<file path="config.mk">
export PLATFORM = sky130hd
export DESIGN_NAME = seven_seg_scanner
export DESIGN_NICKNAME = d
export VERILOG_FILES = /design/src/rtl/seven_seg_scanner.sv
export SDC_FILE = /design/constraint.sdc
export NUM_CORES = 1
export LEC_CHECK = 0
export CORE_ASPECT_RATIO = 0.7
export CORE_MARGIN = 2
export CORE_UTILIZATION = 56
export CTS_BUF_LIST = sky130_fd_sc_hd__clkbuf_2 sky130_fd_sc_hd__clkbuf_4 sky130_fd_sc_hd__clkbuf_8
export CTS_CLUSTER_DIAMETER = 50
export DETAILED_ROUTE_END_ITERATION = 8
export PLACE_DENSITY = 0.86
export SETUP_SLACK_MARGIN = 0.05
export SLEW_MARGIN = 20
export SYNTH_ARGS = -nofsm -noshare
export SYNTH_HDL_FRONTEND = slang
export SYNTH_SLANG_ARGS = --single-unit
</file>
<file path="constraint.sdc">
create_clock -name clk -period 2.4 [get_ports clk]
set_clock_uncertainty 0.05 [all_clocks]
set_input_delay 0.48 -clock clk [delete_from_list [all_inputs] [get_ports clk]]
set_output_delay 0.48 -clock clk [all_outputs]
set_load 0.05 [all_outputs]
</file>
<file path="src/rtl/seven_seg_scanner.sv">
// Four-digit time-multiplexed driver for a common-anode 7-segment display.
// Scans snapshotted digit codes onto shared anode/segment lines with per-slot blanking.
`timescale 1ns/1ps

module seven_seg_scanner #(
  parameter int TICKS_PER_DIGIT = 100000,
  parameter int BLANK_TICKS     = 1000
) (
  input  logic        clk,
  input  logic        reset,
  input  logic        enable,
  input  logic [15:0] digits,
  input  logic [3:0]  dp_in,
  input  logic        blank_lz,
  output logic [3:0]  anodes,
  output logic [7:0]  segments,
  output logic        frame_tick
);

  localparam int                  CNT_W    = (TICKS_PER_DIGIT > 2) ? $clog2(TICKS_PER_DIGIT) : 1;
  localparam logic [CNT_W-1:0]    TERM_CNT = CNT_W'(TICKS_PER_DIGIT - 1);
  localparam logic [CNT_W:0]      BLANK_V  = (CNT_W + 1)'(BLANK_TICKS);

  // Active-low g..a pattern for a hex digit.
  function automatic logic [6:0] glyph(input logic [3:0] code);
    logic [6:0] g;
    case (code)
      4'h0: g = 7'h40;
      4'h1: g = 7'h79;
      4'h2: g = 7'h24;
      4'h3: g = 7'h30;
      4'h4: g = 7'h19;
      4'h5: g = 7'h12;
      4'h6: g = 7'h02;
      4'h7: g = 7'h78;
      4'h8: g = 7'h00;
      4'h9: g = 7'h10;
      4'hA: g = 7'h08;
      4'hB: g = 7'h03;
      4'hC: g = 7'h46;
      4'hD: g = 7'h21;
      4'hE: g = 7'h06;
      default: g = 7'h0E;
    endcase
    return g;
  endfunction

  // Bit n set when digit n is a leading zero; digit 0 always stays visible.
  function automatic logic [3:0] lz_mask(input logic [15:0] d);
    logic [3:0] m;
    m[3] = (d[15:12] == 4'h0);
    m[2] = m[3] && (d[11:8] == 4'h0);
    m[1] = m[2] && (d[7:4] == 4'h0);
    m[0] = 1'b0;
    return m;
  endfunction

  logic [CNT_W-1:0] r_tick_cnt;
  logic [1:0]       r_idx;
  logic [15:0]      r_shadow_digits;
  logic [3:0]       r_shadow_dp;
  logic             r_wrap;

  logic             w_last;
  logic             w_in_blank;
  logic             w_lz_blank;
  logic [3:0]       w_digit;
  logic             w_dp;
  logic [3:0]       w_lz_mask;
  logic [3:0]       w_anodes_nxt;
  logic [7:0]       w_segments_nxt;
  logic             w_frame_tick_nxt;

  assign w_last = (r_tick_cnt == TERM_CNT);

  generate
    if (BLANK_TICKS == 0) begin : g_no_blank
      assign w_in_blank = 1'b0;
    end else begin : g_blank
      assign w_in_blank = ({1'b0, r_tick_cnt} < BLANK_V);
    end
  endgenerate

  // Slot counter, digit index and frame snapshot
  always_ff @(posedge clk or posedge reset) begin
    if (reset) begin
      r_tick_cnt      <= '0;
      r_idx           <= 2'd0;
      r_shadow_digits <= 16'h0000;
      r_shadow_dp     <= 4'h0;
      r_wrap          <= 1'b0;
    end else if (!enable) begin
      r_tick_cnt <= '0;
      r_idx      <= 2'd0;
      r_wrap     <= 1'b0;
    end else begin
      r_wrap <= w_last && (r_idx == 2'd3);
      if (w_last) begin
        r_tick_cnt <= '0;
        r_idx      <= r_idx + 2'd1;
        if (r_idx == 2'd3) begin
          r_shadow_digits <= digits;
          r_shadow_dp     <= dp_in;
        end
      end else begin
        r_tick_cnt <= r_tick_cnt + 1'b1;
      end
    end
  end

  assign w_digit    = r_shadow_digits[{r_idx, 2'b00} +: 4];
  assign w_dp       = r_shadow_dp[r_idx];
  assign w_lz_mask  = lz_mask(r_shadow_digits);
  assign w_lz_blank = blank_lz && w_lz_mask[r_idx];

  always_comb begin
    w_anodes_nxt     = 4'hF;
    w_segments_nxt   = 8'hFF;
    w_frame_tick_nxt = 1'b0;
    if (enable) begin
      w_frame_tick_nxt = r_wrap;
      if (!w_in_blank && !w_lz_blank) begin
        w_anodes_nxt   = ~(4'b0001 << r_idx);
        w_segments_nxt = {~w_dp, glyph(w_digit)};
      end
    end
  end

  // Output register stage: one clk behind the counter state
  always_ff @(posedge clk or posedge reset) begin
    if (reset) begin
      anodes     <= 4'hF;
      segments   <= 8'hFF;
      frame_tick <= 1'b0;
    end else begin
      anodes     <= w_anodes_nxt;
      segments   <= w_segments_nxt;
      frame_tick <= w_frame_tick_nxt;
    end
  end

endmodule
</file>
==> qor.yml <==
wl_per_cell_um: 15.41
synthFlopType: "dfrtp_1"
max-slew-margin-rel_pct: 66.46
core_area_sq_mm: 0.004454
critical_path_class: "reg -> out"
power.density_mw_per_mm2: 523.4
finalSetupTns_ns: 0
ant_nets: 0
gp_congestion: 0.8628
p_leak_nw: 1.386
grt_setup_unrepaired: "no"
wl_um: 4869
critical_path_required_ns: 1.87
hold_path.class: "reg -> reg"
dieHeight_um: 61.67
path_delay_family: "buffers and inverters"
synth-edff-count: 0
min_from: "r_wrap"
io_pins: 37
synth_cell_type_count: 43
fmax_ghz: 0.4657
worstPathCellList: "clkdlybuf4s50_1"
place.port_buffers: 36
fin_hold_ws_ns: 0.4274
top_usage_layer: "met1"
avgSynthCellArea_sq_um: 11.93
syn_area_sq_mm: 0.002660
max-vdd-ir-drop_mv: 0.3149
maxSlewViolCount: 0
endpoint_kind: "primary output"
slowest_delay_ns: 0.79
startpoint_type: "flip-flop"
grt_pass1_wl_um: 8135
cp_max_fo: 1
drt-initial-drc-count: 93
track_usage_pct: 20.56
drc: 0
critPathArrivalTime_ns: 1.62
vias: 1817
fin_crit_ns: 2.147
use_met1_pct: 30.74
dieArea_sq_mm: 0.005326
setup_violations: 0
slowest_stage: "clkdlybuf4s50_1"
crit_path_start: "anodes[2]"
areaGrowthSynthToFinish_pct: 20.51
met3_usage_pct: 4.558
met2_usage_pct: 28.57
ys_warn_count: 0
ys_async_sr_fraction_pct: 100.0
final.period_utilization_pct: 89.46
maxCapViolations: 0
cts_tree: "yes"
worst_pin_slew_ns: 0.5016
fp.dieW_um: 86.38
cts_root_buffer: "clkbuf_8"
reg2reg_from: "r_idx[0]"
num_antenna_cells: 0
antenna_found_initial: 0
clock_path_buffers: 2
start_util_pct: 59.72
grt_overflow_total: 0
dpl.hpwl_um: 3458
grt_pass1_vias: 1676
path_buf_inv: 1
cts_setup_buffers: 0
cts_num_sinks: 53
grt_max_degree: 54
clock_latency_ns: 0.31
status: "complete, no violations"
synth_nets: 258
cts_buffers: 5
hold_violations: 0
htreeDepth: 2
ctsResizeCount: 0
drive_gt1_share_pct: 21.07
synth-seq-area-share_pct: 50.42
nets: 295
cts_hold_buffers: 0
routed_via_density: 5.750
ys_ff_latch: 53
cts.clk_slew.worst_paths_ns: 0.09
num_rows: 20
synth_cells: 223
firstDrtPassIters: 4
-- final cells by class --
type | count | area, sq um
flip-flops and latches | 53 | 1341
well taps | 55 | 68.82
multi-input cells | 150 | 1201
clock inverters | 3 | 65.06
inverters | 8 | 30.03
clock buffers | 5 | 68.82
fillers | 343 | 1249
repair buffers | 42 | 430.4
-- sequential cells by signal, indices dropped and copies added (netlist names) --
name             cells
anodes               4
frame_tick           1
r_idx                2
r_shadow_digits     16
r_shadow_dp          4
r_tick_cnt          17
r_wrap               1
segments             8
-- kinds of logic (layout without fill, tap and decap cells) --
| group | count (synthesis) | count (layout) | synth area share, % |
|---|---|---|---|
| AOI/OAI and AO/OA | 18 | 18 | 4.186 |
| xor gates and xnor gates | 13 | 13 | 4.280 |
| adders and majority gates | 11 | 11 | 5.174 |
| buffers and inverters | 20 | 58 | 4.421 |
| DFF | 53 | 53 | 50.42 |
| muxes | 31 | 31 | 15.47 |
| and+or+nand+nor | 77 | 77 | 16.04 |
-- cell usage in the layout (no fill, tap or decap), types with 2 or more instances in the layout --
cell type         n
xor2_1           12
buf_12            2
mux2i_1           4
clkdlybuf4s50_1  36
nor3_1            2
nand4_1          11
dfstp_2          12
o21ai_0           5
clkbuf_8          5
nor4_1            3
o21bai_1          2
mux4_2            3
buf_4             4
and2_1            4
mux4_1            2
or3_1             2
a21oi_1           5
mux2_2           20
dfrtp_1          41
nand3_1          17
ha_1             11
inv_1             7
nor2_1           19
and4_1            4
bufinv_16         2
nand2_1           6
-- cells in the mapped netlist (5+ instances only) --
cell	number	area share (%)
o21ai_0	5	0.94
ha_1	11	5.2
mux2_2	20	8.5
dfrtp_1	41	39
nand4_1	11	2.6
xor2_1	12	4.0
nand2_1	6	0.85
dfstp_2	12	12
nand3_1	17	3.2
inv_1	8	1.1
a21oi_1	5	0.94
nor2_1	19	2.7
-- layer usage --
metal / share of wire, % / vias to the layer above
met5: 0 / -
met4: 2.3 / 0
met3: 4.5 / 10
met2: 42 / 56
met1: 51 / 882
li1: - / 869
-- final timing paths --
| kind | end | cells past startpoint | slack, ns |
|---|---|---|---|
| max in group asynchronous | segments[1] | 3 | 1.53 |
| hold reg to reg | frame_tick | 1 | 0.43 |
| setup / recovery | anodes[2] | 1 | 0.25 |
| min in group asynchronous | r_shadow_dp[1] | 3 | 0.47 |
| setup reg to reg | segments[4] | 6 | 0.34 |
| hold / removal | frame_tick | 1 | 0.43 |
-- through the flow --
| step | power (mW) | instances | utilization, % | setup WS (ns) | instance area, sq um |
|---|---|---|---|---|---|
| floorplan | 0.9419 | 223 | - | 0.4009 | 2660 |
| global placement | 0.9928 | 308 | 68.96 | 0.3256 | 3072 |
| detailed placement | 0.9940 | 308 | 68.96 | 0.2996 | 3072 |
| CTS | 1.691 | 316 | 71.97 | 0.2334 | 3206 |
| global route | 1.746 | 316 | 71.97 | 0.1920 | 3206 |
| finish | 1.678 | 316 | 71.97 | 0.2529 | 3206 |
-- power breakdown --
group	switching [mW]	total [mW]	internal, mW
Clock	0.288	0.702	0.414
Combinational	0.0323	0.0742	0.0418
Sequential	0.00391	0.901	0.897
No activity file was read; power rests on OpenSTA's default activity.
